`src/rtl/isa_cycle_master_pkg.sv`:
```
// Shared definitions for the ISA cycle initiator: op codes, FSM state encodings
// and small decode helpers used by the RTL and the bench.
package isa_cycle_master_pkg;

  localparam logic [1:0] OP_IOR  = 2'd0;
  localparam logic [1:0] OP_IOW  = 2'd1;
  localparam logic [1:0] OP_MEMR = 2'd2;
  localparam logic [1:0] OP_MEMW = 2'd3;

  localparam logic [2:0] ST_IDLE  = 3'd0;
  localparam logic [2:0] ST_SETUP = 3'd1;
  localparam logic [2:0] ST_CMD   = 3'd2;
  localparam logic [2:0] ST_HOLD  = 3'd3;
  localparam logic [2:0] ST_RESP  = 3'd4;

  function automatic logic op_is_write(input logic [1:0] op);
    return op[0];
  endfunction

  // I/O cycles only decode 16 address bits, so the top nibble is forced low.
  function automatic logic [19:0] bus_addr(input logic [1:0] op, input logic [19:0] addr);
    return op[1] ? addr : {4'h0, addr[15:0]};
  endfunction

  // Active-low strobe vector ordered {memw, memr, iow, ior}.
  function automatic logic [3:0] strobe_pattern(input logic [1:0] op);
    logic [3:0] pat;
    case (op)
      OP_IOR:  pat = 4'b1110;
      OP_IOW:  pat = 4'b1101;
      OP_MEMR: pat = 4'b1011;
      OP_MEMW: pat = 4'b0111;
      default: pat = 4'b1111;
    endcase
    return pat;
  endfunction

endpackage

```
`src/rtl/isa_cycle_master_if.sv`:
```
// Request/response handshake and ISA bus signals between the initiator and its
// CPU-side requester / ISA responders.
interface isa_cycle_master_if;
  logic        req_valid;
  logic        req_ready;
  logic [1:0]  req_op;
  logic [19:0] req_addr;
  logic [7:0]  req_wdata;
  logic        rsp_valid;
  logic        rsp_ready;
  logic [7:0]  rsp_rdata;
  logic        rsp_err;
  logic [19:0] bus_a;
  logic        bus_aen;
  logic        bus_ior_l;
  logic        bus_iow_l;
  logic        bus_memr_l;
  logic        bus_memw_l;
  logic [7:0]  bus_d_out;
  logic        bus_d_oe;
  logic [7:0]  bus_d_in;
  logic        bus_dir;
  logic        bus_rdy;

  modport master (
    input  req_valid, req_op, req_addr, req_wdata, rsp_ready, bus_d_in, bus_dir, bus_rdy,
    output req_ready, rsp_valid, rsp_rdata, rsp_err, bus_a, bus_aen,
           bus_ior_l, bus_iow_l, bus_memr_l, bus_memw_l, bus_d_out, bus_d_oe
  );

  modport slave (
    output req_valid, req_op, req_addr, req_wdata, rsp_ready, bus_d_in, bus_dir, bus_rdy,
    input  req_ready, rsp_valid, rsp_rdata, rsp_err, bus_a, bus_aen,
           bus_ior_l, bus_iow_l, bus_memr_l, bus_memw_l, bus_d_out, bus_d_oe
  );
endinterface

```
`src/rtl/isa_cycle_master_phase_counter.sv`:
```
// Loadable down-counter with a zero flag; times the SETUP, CMD-minimum and HOLD
// phases of an ISA cycle.
module isa_cycle_master_phase_counter #(
  parameter int WIDTH = 8
) (
  input  logic             clk,
  input  logic             reset,
  input  logic             load_i,
  input  logic [WIDTH-1:0] load_val_i,
  input  logic             dec_i,
  output logic             zero_o
);

  logic [WIDTH-1:0] count_q;

  always_ff @(posedge clk) begin
    if (reset) begin
      count_q <= '0;
    end else if (load_i) begin
      count_q <= load_val_i;
    end else if (dec_i && (count_q != '0)) begin
      count_q <= count_q - 1'b1;
    end
  end

  assign zero_o = (count_q == '0);

endmodule

```
`src/rtl/isa_cycle_master.sv`:
```
// ISA bus initiator: runs one 8-bit I/O or memory cycle per accepted request
// with programmable setup, minimum command width, hold and bus_rdy timeout.
module isa_cycle_master
  import isa_cycle_master_pkg::*;
#(
  parameter int         SETUP_CYCLES   = 2,
  parameter int         CMD_MIN_CYCLES = 4,
  parameter int         HOLD_CYCLES    = 1,
  parameter logic [7:0] RDY_TIMEOUT    = 8'd255
) (
  input logic                 clk,
  input logic                 reset,
  isa_cycle_master_if.master  isa
);

  localparam logic [7:0] SETUP_LOAD = 8'(SETUP_CYCLES - 1);
  localparam logic [7:0] CMD_LOAD   = 8'(CMD_MIN_CYCLES - 1);
  localparam logic [7:0] HOLD_LOAD  = 8'(HOLD_CYCLES - 1);

  logic [2:0]  state_q, state_d;
  logic [1:0]  op_q;
  logic [7:0]  wait_q;
  logic        req_ready_q, rsp_valid_q, rsp_err_q;
  logic [7:0]  rsp_rdata_q;
  logic [19:0] bus_a_q;
  logic        bus_aen_q, bus_d_oe_q;
  logic [7:0]  bus_d_out_q;
  logic [3:0]  strobe_l_q;

  logic        cnt_load, cnt_dec, cnt_zero;
  logic [7:0]  cnt_val;
  logic        accept, cmd_done, timeout;

  isa_cycle_master_phase_counter #(.WIDTH(8)) u_phase (
    .clk        (clk),
    .reset      (reset),
    .load_i     (cnt_load),
    .load_val_i (cnt_val),
    .dec_i      (cnt_dec),
    .zero_o     (cnt_zero)
  );

  // Once the minimum strobe width has elapsed, CMD ends on bus_rdy or on the wait limit.
  always_comb begin
    state_d  = state_q;
    cnt_load = 1'b0;
    cnt_val  = '0;
    cnt_dec  = 1'b0;
    accept   = 1'b0;
    cmd_done = 1'b0;
    timeout  = 1'b0;
    case (state_q)
      ST_IDLE: begin
        if (req_ready_q && isa.req_valid) begin
          accept   = 1'b1;
          state_d  = ST_SETUP;
          cnt_load = 1'b1;
          cnt_val  = SETUP_LOAD;
        end
      end
      ST_SETUP: begin
        if (cnt_zero) begin
          state_d  = ST_CMD;
          cnt_load = 1'b1;
          cnt_val  = CMD_LOAD;
        end else begin
          cnt_dec = 1'b1;
        end
      end
      ST_CMD: begin
        if (!cnt_zero) begin
          cnt_dec = 1'b1;
        end else if (isa.bus_rdy) begin
          cmd_done = 1'b1;
        end else if (wait_q == RDY_TIMEOUT) begin
          cmd_done = 1'b1;
          timeout  = 1'b1;
        end
        if (cmd_done) begin
          state_d  = ST_HOLD;
          cnt_load = 1'b1;
          cnt_val  = HOLD_LOAD;
        end
      end
      ST_HOLD: begin
        if (cnt_zero) begin
          state_d = ST_RESP;
        end else begin
          cnt_dec = 1'b1;
        end
      end
      ST_RESP: begin
        if (rsp_valid_q && isa.rsp_ready) begin
          state_d = ST_IDLE;
        end
      end
      default: state_d = ST_IDLE;
    endcase
  end

  always_ff @(posedge clk) begin
    if (reset) begin
      state_q     <= ST_IDLE;
      op_q        <= OP_IOR;
      wait_q      <= '0;
      req_ready_q <= 1'b0;
      rsp_valid_q <= 1'b0;
      rsp_rdata_q <= '0;
      rsp_err_q   <= 1'b0;
      bus_a_q     <= '0;
      bus_aen_q   <= 1'b1;
      bus_d_out_q <= '0;
      bus_d_oe_q  <= 1'b0;
      strobe_l_q  <= 4'hF;
    end else begin
      state_q     <= state_d;
      req_ready_q <= (state_d == ST_IDLE);
      case (state_q)
        ST_IDLE: begin
          if (accept) begin
            op_q        <= isa.req_op;
            bus_a_q     <= bus_addr(isa.req_op, isa.req_addr);
            bus_aen_q   <= 1'b0;
            bus_d_oe_q  <= op_is_write(isa.req_op);
            bus_d_out_q <= isa.req_wdata;
            rsp_rdata_q <= '0;
            rsp_err_q   <= 1'b0;
            wait_q      <= '0;
          end
        end
        ST_SETUP: begin
          if (cnt_zero) begin
            strobe_l_q <= strobe_pattern(op_q);
          end
        end
        ST_CMD: begin
          if (cmd_done) begin
            strobe_l_q <= 4'hF;
            rsp_err_q  <= timeout;
            // A responder not driving the bus leaves it floating high.
            if (timeout || (!op_is_write(op_q) && !isa.bus_dir)) begin
              rsp_rdata_q <= 8'hFF;
            end else if (!op_is_write(op_q)) begin
              rsp_rdata_q <= isa.bus_d_in;
            end
          end else if (cnt_zero) begin
            wait_q <= wait_q + 8'd1;
          end
        end
        ST_HOLD: begin
          if (cnt_zero) begin
            bus_aen_q  <= 1'b1;
            bus_d_oe_q <= 1'b0;
          end
        end
        ST_RESP: begin
          if (!rsp_valid_q) begin
            rsp_valid_q <= 1'b1;
          end else if (isa.rsp_ready) begin
            rsp_valid_q <= 1'b0;
          end
        end
        default: ;
      endcase
    end
  end

  assign isa.req_ready  = req_ready_q;
  assign isa.rsp_valid  = rsp_valid_q;
  assign isa.rsp_rdata  = rsp_rdata_q;
  assign isa.rsp_err    = rsp_err_q;
  assign isa.bus_a      = bus_a_q;
  assign isa.bus_aen    = bus_aen_q;
  assign isa.bus_ior_l  = strobe_l_q[0];
  assign isa.bus_iow_l  = strobe_l_q[1];
  assign isa.bus_memr_l = strobe_l_q[2];
  assign isa.bus_memw_l = strobe_l_q[3];
  assign isa.bus_d_out  = bus_d_out_q;
  assign isa.bus_d_oe   = bus_d_oe_q;

endmodule

```
`src/flat_wrapper.sv`:
```
// flat-port wrapper written by rule: the top's interface ports become plain ports
module isa_cycle_master_flat import isa_cycle_master_pkg::*;
#(
  parameter int         SETUP_CYCLES   = 2,
  parameter int         CMD_MIN_CYCLES = 4,
  parameter int         HOLD_CYCLES    = 1,
  parameter logic [7:0] RDY_TIMEOUT    = 8'd255
)
  (clk, reset, isa_req_valid, isa_req_op, isa_req_addr, isa_req_wdata, isa_rsp_ready, isa_bus_d_in, isa_bus_dir, isa_bus_rdy, isa_req_ready, isa_rsp_valid, isa_rsp_rdata, isa_rsp_err, isa_bus_a, isa_bus_aen, isa_bus_ior_l, isa_bus_iow_l, isa_bus_memr_l, isa_bus_memw_l, isa_bus_d_out, isa_bus_d_oe);
  isa_cycle_master_if isa_i ();
  input logic clk;
  input logic reset;
  input wire logic [$bits(isa_i.req_valid)-1:0] isa_req_valid;
  input wire logic [$bits(isa_i.req_op)-1:0] isa_req_op;
  input wire logic [$bits(isa_i.req_addr)-1:0] isa_req_addr;
  input wire logic [$bits(isa_i.req_wdata)-1:0] isa_req_wdata;
  input wire logic [$bits(isa_i.rsp_ready)-1:0] isa_rsp_ready;
  input wire logic [$bits(isa_i.bus_d_in)-1:0] isa_bus_d_in;
  input wire logic [$bits(isa_i.bus_dir)-1:0] isa_bus_dir;
  input wire logic [$bits(isa_i.bus_rdy)-1:0] isa_bus_rdy;
  output wire logic [$bits(isa_i.req_ready)-1:0] isa_req_ready;
  output wire logic [$bits(isa_i.rsp_valid)-1:0] isa_rsp_valid;
  output wire logic [$bits(isa_i.rsp_rdata)-1:0] isa_rsp_rdata;
  output wire logic [$bits(isa_i.rsp_err)-1:0] isa_rsp_err;
  output wire logic [$bits(isa_i.bus_a)-1:0] isa_bus_a;
  output wire logic [$bits(isa_i.bus_aen)-1:0] isa_bus_aen;
  output wire logic [$bits(isa_i.bus_ior_l)-1:0] isa_bus_ior_l;
  output wire logic [$bits(isa_i.bus_iow_l)-1:0] isa_bus_iow_l;
  output wire logic [$bits(isa_i.bus_memr_l)-1:0] isa_bus_memr_l;
  output wire logic [$bits(isa_i.bus_memw_l)-1:0] isa_bus_memw_l;
  output wire logic [$bits(isa_i.bus_d_out)-1:0] isa_bus_d_out;
  output wire logic [$bits(isa_i.bus_d_oe)-1:0] isa_bus_d_oe;
  assign isa_i.req_valid = isa_req_valid;
  assign isa_i.req_op = isa_req_op;
  assign isa_i.req_addr = isa_req_addr;
  assign isa_i.req_wdata = isa_req_wdata;
  assign isa_i.rsp_ready = isa_rsp_ready;
  assign isa_i.bus_d_in = isa_bus_d_in;
  assign isa_i.bus_dir = isa_bus_dir;
  assign isa_i.bus_rdy = isa_bus_rdy;
  assign isa_req_ready = isa_i.req_ready;
  assign isa_rsp_valid = isa_i.rsp_valid;
  assign isa_rsp_rdata = isa_i.rsp_rdata;
  assign isa_rsp_err = isa_i.rsp_err;
  assign isa_bus_a = isa_i.bus_a;
  assign isa_bus_aen = isa_i.bus_aen;
  assign isa_bus_ior_l = isa_i.bus_ior_l;
  assign isa_bus_iow_l = isa_i.bus_iow_l;
  assign isa_bus_memr_l = isa_i.bus_memr_l;
  assign isa_bus_memw_l = isa_i.bus_memw_l;
  assign isa_bus_d_out = isa_i.bus_d_out;
  assign isa_bus_d_oe = isa_i.bus_d_oe;
  isa_cycle_master #(.SETUP_CYCLES(SETUP_CYCLES), .CMD_MIN_CYCLES(CMD_MIN_CYCLES), .HOLD_CYCLES(HOLD_CYCLES), .RDY_TIMEOUT(RDY_TIMEOUT)) u_core (.clk(clk), .reset(reset), .isa(isa_i));
endmodule
```
`config.mk`:
```
export PLATFORM = sky130hd
export DESIGN_NAME = isa_cycle_master_flat
export DESIGN_NICKNAME = d
export VERILOG_FILES = /design/src/rtl/isa_cycle_master_pkg.sv /design/src/rtl/isa_cycle_master_if.sv /design/src/rtl/isa_cycle_master_phase_counter.sv /design/src/rtl/isa_cycle_master.sv /design/src/flat_wrapper.sv
export SDC_FILE = /design/constraint.sdc
export NUM_CORES = 1
export LEC_CHECK = 0
export ABC_CLOCK_PERIOD_IN_PS = 2400
export BUFFER_PORTS_ARGS = -buffer_cell sky130_fd_sc_hd__buf_4
export CAP_MARGIN = 20
export CORE_MARGIN = 2
export CORE_UTILIZATION = 26
export DETAILED_ROUTE_END_ITERATION = 8
export SLEW_MARGIN = 0
export SYNTH_ARGS = -nofsm -noshare
export SYNTH_HDL_FRONTEND = slang
export SYNTH_SLANG_ARGS = --single-unit
```
`constraint.sdc`:
```
create_clock -name clk -period 2.4 [get_ports clk]
set_input_delay 0.24 -clock clk [delete_from_list [all_inputs] [get_ports clk]]
set_output_delay 0.24 -clock clk [all_outputs]
set_load 0.03 [all_outputs]
```
==> metrics.log, run 1 <==
[metrics] run status: finished clean
[metrics] CP delay by family, top: simple AND/OR/NAND/NOR gates
[metrics] number of top-level pins: slightly below 90
[metrics] Max Fanout on Critical Path: 8
[metrics] vertical die dimension: approximately 110 µm
[metrics] number of distinct library cells after synthesis: 42
[metrics] Final Instance Count excl. Fillers: approximately 540
[metrics] Yosys reg bits: between 60 and 70
[metrics] Worst-Margin Slew: roughly 0.54 ns
[metrics] worst-path cell chain: inv_1, ha_1, nor3b_4, a211oi_2, nand2_1, or4_1, a21oi_1
[metrics] grt ovf: 0
[metrics] Die Span X: 105.4 µm
[metrics] final critical-path required period: about 2.2 ns
[metrics] startpoint types: flip-flop
[metrics] antenna violations before repair: 0
[metrics] Root Driver: sky130_fd_sc_hd__clkbuf_8
[metrics] fraction of layout instances using a drive strength above 1: 0.2868
[metrics] worst IR drop on VDD: roughly 0.00039 V
[metrics] number of nets in the layout: 449
[metrics] power density normalized to cell area: just over 1000 nW/µm²
[metrics] gate count after technology mapping: between 300 and 400
[metrics] number of nets with antenna violations after detailed routing: 0
[metrics] Mapped Area: between 2000 and 3000 µm²
[metrics] aggregate routed wire length: 7.117 mm
[metrics] total core area: about 10000 µm²
[metrics] library cell contributing the largest single delay on the critical path: sky130_fd_sc_hd__a211oi_2
[metrics] max-capacitance violation count: 0
[metrics] post-synthesis average cell area: roughly 8.5 µm²
[metrics] layout overhead on the synthesized area: 38.67%
[metrics] maximum clock frequency: about 460 MHz
[metrics] Tcrit/Tclk final: 0.9020
[metrics] maximum number of pins on one net before global-route repair: about 50
[metrics] total routing resource utilization after global routing: 0.1338
[metrics] nets in the synthesized netlist: roughly 360
[metrics] drt wl/cell: between 10 and 15 µm
[metrics] post-route cell area: 3706 µm²
[metrics] ys async rst share: 0
[metrics] TritonCTS clock tree: yes
[metrics] average via count per standard cell: roughly 4.7
[metrics] count of buffering cells on the critical path with inverters included: 1
[metrics] source-to-sink clock delay at the later pin of the worst-skew pair: 0.35 ns
[metrics] antenna fix cells: 0
[metrics] normalized max-slew margin: 0.6400
[metrics] clock transition at the registers of the reported paths: about 0.07 ns
[metrics] RSZ-0062 raised after global routing: false
[metrics] sequential-to-total area share from yosys stat: 0.4944
[metrics] wire length of the first global-routing pass: ~12 mm
[metrics] type of the worst setup path: reg2reg
[metrics] sort of element at the end of the critical path: flip-flop
[metrics] HPWL after detailed placement: about 5.1 mm
[metrics] Setup Total Neg Slack: 0 ns
[metrics] max incr delay on CP: between 0.5 and 0.6 ns
[metrics] total number of vias: ~2600
[metrics] WHS: around 0.12 ns
[metrics] number of levels in the clock H-tree: 3
[metrics] die footprint: between 10000 and 15000 µm²
[metrics] HP Class: in2reg
[metrics] Max Clock Skew: approximately 0.011 ns
[metrics] first drt pass iteration count: 4
[metrics] count of synthesis-stage warnings from yosys: 0
[metrics] Fin. Hold Viols: 0
[metrics] sinks on the clock net: between 60 and 70
[metrics] data arrival time at the worst-slack endpoint: between 2 and 2.5 ns
[metrics] iteration-0 DRC count of the detailed router: about 120
[metrics] worst endpoint required time: between 2 and 3 ns
[metrics] number of buffers added on ports: 88
[metrics] starting utilization of the core area: 0.2636
[metrics] number of flops mapped to enable cells by yosys: 0
[metrics] number of placed instances with taps included: approximately 530
[metrics] number of pins exceeding their max-slew limit in the final report: 0
[metrics] number of CTS-inserted buffers: 9
[metrics] DRC violations left: 0
[metrics] area post-placement: 3477 µm²
[metrics] RD Place Congestion: ~0.76
[metrics] Setup Viol. Count Final: 0
[metrics] leakage component of the power: ~1.5 nW
[metrics] via count of the first global-routing pass: about 2500
[metrics] # rows: 37
[metrics] Most used DFF post-synth: sky130_fd_sc_hd__dfxtp_1
[metrics] Bufs on Longest Clock Path: 2
==> metal layers <==
layer | global-route usage | vias up | share of wire
met5 | 0 | - | 0
met4 | 0.05143 | 0 | 0.011
met3 | 0.05690 | 7 | 0.065
met2 | 0.2240 | 69 | 0.49
met1 | 0.1503 | 1220 | 0.44
li1 | - | 1275 | -
==> area by class of cell <==
cell class | count | area [µm²]
timing repair buffer | 93 | 698.2
clock inverter | 6 | 90.09
fill | 1060 | 6432
tap | 136 | 170.2
multi-input combinational | 230 | 1287
sequential | 66 | 1321
clock buffer | 10 | 127.6
inverter | 3 | 11.26
==> synthesized netlist by cell type, drive strengths merged (2+ instances only) <==
master | number | area (µm²)
a211oi | 2 | 20.02
a21oi | 41 | 205.2
a31oi | 4 | 25.02
and3 | 2 | 12.51
and4 | 2 | 17.52
and4b | 2 | 20.02
clkbuf | 17 | 63.81
dfxtp | 66 | 1321
ha | 2 | 25.02
inv | 3 | 11.26
mux2i | 2 | 20.02
nand2 | 66 | 247.7
nand2b | 5 | 31.28
nand3 | 13 | 65.06
nand4 | 2 | 12.51
nand4b | 4 | 41.29
nor2 | 26 | 97.59
nor3 | 3 | 15.01
nor3b | 2 | 25.02
nor4 | 2 | 27.53
nor4b | 2 | 17.52
o21ai | 8 | 40.03
o21bai | 3 | 22.52
o2bb2ai | 8 | 70.07
o31ai | 4 | 30.03
or3 | 6 | 37.54
or4 | 3 | 22.52
xnor2 | 2 | 17.52
xor2 | 5 | 43.79
==> where the power goes <==
part           internal (mW)  leakage [nW]  total [mW]  switching [mW]
combinational          0.522         0.835        1.38           0.863
sequential              1.27         0.535        1.42           0.149
clock                  0.589         0.107        1.03           0.445
total                   2.38          1.48        3.83            1.46
==> cell usage in the layout (no fill, tap or decap), types with 2 or more instances in the layout <==
cell	count
sky130_fd_sc_hd__xor2_1	5
sky130_fd_sc_hd__or3_1	6
sky130_fd_sc_hd__o21bai_1	3
sky130_fd_sc_hd__buf_4	93
sky130_fd_sc_hd__and4b_1	2
sky130_fd_sc_hd__o21ai_0	7
sky130_fd_sc_hd__nand2b_1	5
sky130_fd_sc_hd__o31ai_1	4
sky130_fd_sc_hd__o2bb2ai_1	8
sky130_fd_sc_hd__nand3_1	12
sky130_fd_sc_hd__and3_1	2
sky130_fd_sc_hd__bufinv_16	2
sky130_fd_sc_hd__dfxtp_1	66
sky130_fd_sc_hd__nand4b_1	3
sky130_fd_sc_hd__xnor2_1	2
sky130_fd_sc_hd__or4_1	3
sky130_fd_sc_hd__a31oi_1	4
sky130_fd_sc_hd__a21oi_1	41
sky130_fd_sc_hd__nor4b_1	2
sky130_fd_sc_hd__nand4_1	2
sky130_fd_sc_hd__nor2_1	26
sky130_fd_sc_hd__inv_1	3
sky130_fd_sc_hd__and4_1	2
sky130_fd_sc_hd__nand2_1	66
sky130_fd_sc_hd__nor3_1	3
sky130_fd_sc_hd__clkbuf_8	9
sky130_fd_sc_hd__ha_1	2
sky130_fd_sc_hd__mux2i_1	2
==> repair_timing <==
action | in CTS | in global routing
setup buffers | 0 | 0
hold buffers | 0 | 0
setup endpoints to repair | 0 | 8
gates resized for setup | 0 | 2
==> final timing paths <==
kind	from	slack, ns	depth (start not counted)	endpoint
max reg2reg	u_core.u_phase.count_q[0]$_SDFFE_PP0P_	0.24	7	u_core.u_phase.count_q[4]$_SDFFE_PP0P_
min	isa_bus_rdy	0.12	2	u_core.isa.rsp_err$_SDFFE_PP0P_
max	u_core.u_phase.count_q[0]$_SDFFE_PP0P_	0.24	7	u_core.u_phase.count_q[4]$_SDFFE_PP0P_
min reg2reg	u_core.isa.bus_d_out[6]$_SDFFE_PP0P_	0.46	2	u_core.isa.bus_d_out[6]$_SDFFE_PP0P_
==> state kept, by name (all words and copies together), names as in the netlist, 2 cells and up <==
name,flops
u_core.state_q,3
u_core.isa.rsp_rdata,8
u_core.u_phase.count_q,8
u_core.isa.bus_a,20
u_core.isa.bus_d_out,8
u_core.wait_q,8
u_core.strobe_l_q,4
u_core.op_q,2
==> through the flow <==
stage | util | setup WS, ns | total power, mW
floorplan | - | 0.4623 | 2.351
global placement | 0.3430 | 0.2659 | 2.785
detailed placement | 0.3430 | 0.1309 | 2.811
CTS | 0.3644 | 0.1245 | 3.860
global route | 0.3655 | 0.03614 | 4.091
finish | 0.3655 | 0.2352 | 3.834
==> cells by family (layout without fill, tap and decap cells) <==
logic type / Yosys count / after routing / share of synthesized area
buffers and inverters: 20 / 112 / 0.02809
AND/OR/NAND/NOR: 145 / 145 / 0.2715
XOR/XNOR: 7 / 7 / 0.02294
flip-flops: 66 / 66 / 0.4944
adder cells (fa/ha/maj): 2 / 2 / 0.009362
multiplexers: 2 / 2 / 0.007491
AO/OA/AOI/OAI: 74 / 74 / 0.1662
Note: power is estimated with default switching activity, not from simulation.
==> inputs of run 2 (changes only) <==
ABC_CLOCK_PERIOD_IN_PS = 2700   (was 2400)
clock period = 2.7 ns   (was 2.4 ns; I/O delays follow)
==> metrics.log, run 2 (same netlist as run 1, synthesis figures left out) <==
[metrics] RD Place Congestion: 0.7796 (+2.8%)
[metrics] number of levels in the clock H-tree: 3 (unchanged)
[metrics] Bufs on Longest Clock Path: 2 (unchanged)
[metrics] sinks on the clock net: 66 (unchanged)
[metrics] die footprint: 11110 µm² (unchanged)
[metrics] most frequent cells in the layout: sky130_fd_sc_hd__buf_4 (90), sky130_fd_sc_hd__nand2_1 (66), sky130_fd_sc_hd__dfxtp_1 (66)
[metrics] capture point of the critical path: u_core.wait_q[4]$_SDFFE_PP0P_
[metrics] Fin. Hold Viols: 0 (unchanged)
[metrics] number of buffers added on ports: 88 (unchanged)
[metrics] wire length of the first global-routing pass: 11.52 mm (-2.7%)
[metrics] type of the worst setup path: reg2reg
[metrics] drt wl/cell: 12.58 µm (-3.8%)
[metrics] average via count per standard cell: 4.643 (-1.8%)
[metrics] DRC violations left: 0 (unchanged)
[metrics] depth of the most critical reg-to-reg path: 7 (unchanged)
[metrics] number of CTS-inserted buffers: 9 (unchanged)
[metrics] total routing resource utilization after global routing: 0.1291 (-0.004729)
[metrics] antenna fix cells: 0 (unchanged)
[metrics] max-capacitance violation count: 0 (unchanged)
[metrics] count of hold-fix buffers inserted at cts: 0 (unchanged)
[metrics] data arrival time at the worst-slack endpoint: 2.49 ns (+0.05 ns)
[metrics] TritonCTS clock tree: yes
[metrics] first drt pass iteration count: 4 (unchanged)
[metrics] Design Power: 3.165 mW (-17%)
[metrics] HP Class: in2reg
[metrics] HPWL after detailed placement: 4.815 mm (-5.4%)
[metrics] Setup Viol. Count Final: 0 (unchanged)
[metrics] leakage component of the power: 1.441 nW (-2.4%)
[metrics] launch point of the critical path: u_core.u_phase.count_q[0]$_SDFFE_PP0P_
[metrics] Max Clock Skew: 0.004712 ns (-0.006282 ns)
[metrics] RSZ-0062 raised after global routing: false
[metrics] worst IR drop on VDD: 0.0002757 V (-29%)
[metrics] # rows: 37 (unchanged)
[metrics] maximum clock frequency: 450.4 MHz (-2.5%)
[metrics] max reg flops: 20 (unchanged)
[metrics] Root Driver: sky130_fd_sc_hd__clkbuf_8
[metrics] leading cell type in the layout, fill and taps excluded: sky130_fd_sc_hd__buf_4
[metrics] number of nets with antenna violations after detailed routing: 0 (unchanged)
[metrics] layout overhead on the synthesized area: 35.39%
[metrics] Post-CTS Repair Setup Buffers: 0 (unchanged)
[metrics] clock transition at the registers of the reported paths: 0.07 ns (about the same)
[metrics] Die Span X: 105.4 µm (unchanged)
[metrics] Reg2Reg Capture Point: u_core.wait_q[4]$_SDFFE_PP0P_
[metrics] grt ovf: 0 (unchanged)
[metrics] source-to-sink clock delay at the later pin of the worst-skew pair: 0.34 ns (about the same)
[metrics] FF-to-FF Start: u_core.u_phase.count_q[0]$_SDFFE_PP0P_
[metrics] normalized max-slew margin: 0.5819 (-0.05809)
[metrics] starting utilization of the core area: 0.2636 (unchanged)
[metrics] fraction of layout instances using a drive strength above 1: 0.2741 (-0.01269)
[metrics] setup slack of the worst register-to-register path: 0.48 ns (+0.24 ns)
[metrics] run status: finished clean
[metrics] Min-Delay Startpoint: isa_bus_rdy
[metrics] Max Fanout on Critical Path: 10 (+2)
[metrics] Setup Total Neg Slack: 0 ns (unchanged)
[metrics] iteration-0 DRC count of the detailed router: 85 (-30%)
[metrics] sort of element at the end of the critical path: flip-flop
[metrics] aggregate routed wire length: 6.807 mm (-4.4%)
[metrics] number of pins exceeding their max-slew limit in the final report: 0 (unchanged)
[metrics] antenna violations before repair: 0 (unchanged)
[metrics] startpoint types: flip-flop
[metrics] count of instances resized after the clock tree is built: 0 (unchanged)
[metrics] maximum number of pins on one net before global-route repair: 51 (unchanged)
[metrics] total number of vias: 2512 (-2.3%)
[metrics] Tcrit/Tclk final: 0.8224 (-0.07958)
[metrics] number of filler instances in the final layout: 1040 (-1.9%)
[metrics] final critical-path required period: 2.220 ns (+0.05572 ns)
[metrics] number of nets in the layout: 446 (-0.67%)
[metrics] Worst-Margin Slew: 0.6271 ns (+0.08812 ns)
[metrics] via count of the first global-routing pass: 2467 (-1.9%)
[metrics] total core area: 10140 µm² (unchanged)
[metrics] vertical die dimension: 105.4 µm (unchanged)
[metrics] worst endpoint required time: 2.97 ns (+0.30 ns)
[metrics] power density normalized to cell area: 874.6 nW/µm² (-15%)
[metrics] number of top-level pins: 89 (unchanged)
[run 2: cell types whose count changed in the layout (fill, tap and decap cells not counted), moves of 2 or more]
cell	delta
sky130_fd_sc_hd__clkinv_2	+2
sky130_fd_sc_hd__clkbuf_1	+2
sky130_fd_sc_hd__bufinv_16	-2
sky130_fd_sc_hd__buf_4	-3
[run 2: final cells by class]
| cell class | instances | area (µm²) | area share |
|---|---|---|---|
| well taps | 136 | 170.2 | 0.04703 |
| clock buffers | 13 | 148.9 | 0.04115 |
| inverters | 3 | 11.26 | 0.003112 |
| repair buffers | 90 | 675.6 | 0.1867 |
| clock inverters | 3 | 15.01 | 0.004149 |
| multi-input cells | 230 | 1276 | 0.3527 |
| flip-flops and latches | 66 | 1321 | 0.3651 |
[run 2: critical path: stages (launching register included)]
cell and delay (ns):
sky130_fd_sc_hd__dfxtp_1 0.31, sky130_fd_sc_hd__inv_1 0.08, sky130_fd_sc_hd__ha_1 0.18, sky130_fd_sc_hd__nor3b_2 0.45, sky130_fd_sc_hd__nand4b_2 0.25, sky130_fd_sc_hd__o21a_2 0.32, sky130_fd_sc_hd__or4_1 0.41, sky130_fd_sc_hd__a21oi_1 0.15
[run 2: metrics by stage]
stage               std cells  hold WS (ns)  instance area (µm²)  worst slack, ns  utilization
global placement          525        0.4399                 3455           0.5750       0.3407
CTS                       541        0.1462                 3618           0.4778       0.3569
detailed placement        525        0.4485                 3455           0.4882       0.3407
floorplan                 316        0.3696                 2673           0.7623            -
global route              541        0.1591                 3618           0.2660       0.3569
finish                    541        0.1634                 3618           0.4795       0.3569
[run 2: per-layer routing]
layer / wire, µm / GRT usage / vias to the layer above
met5: 0 / 0 / -
li1: - / - / 1272
met2: 3136 / 0.2069 / 64
met3: 446 / 0.04267 / 12
met1: 3084 / 0.1548 / 1164
met4: 139 / 0.06286 / 0
[run 2: worst min path at each step]
stage | to | slack [ns] | cells after the start
4_1_cts | u_core.isa.rsp_err$_SDFFE_PP0P_ | 0.15 | 2
3_3_place_gp | u_core.isa.bus_a[17]$_SDFFE_PP0P_ | 0.44 | 2
5_1_grt | u_core.isa.bus_a[10]$_SDFFE_PP0P_ | 0.16 | 3
3_5_place_dp | u_core.isa.bus_d_out[4]$_SDFFE_PP0P_ | 0.45 | 2
2_1_floorplan | u_core.isa.rsp_err$_SDFFE_PP0P_ | 0.37 | 1
6_report | u_core.isa.rsp_err$_SDFFE_PP0P_ | 0.16 | 2
[run 2: where the power goes]
| part | internal (mW) | total (mW) | leakage [nW] | switching (mW) |
|---|---|---|---|---|
| Clock | 0.355 | 0.725 | 0.0872 | 0.370 |
| Sequential | 1.13 | 1.25 | 0.535 | 0.125 |
| Combinational | 0.433 | 1.19 | 0.818 | 0.756 |
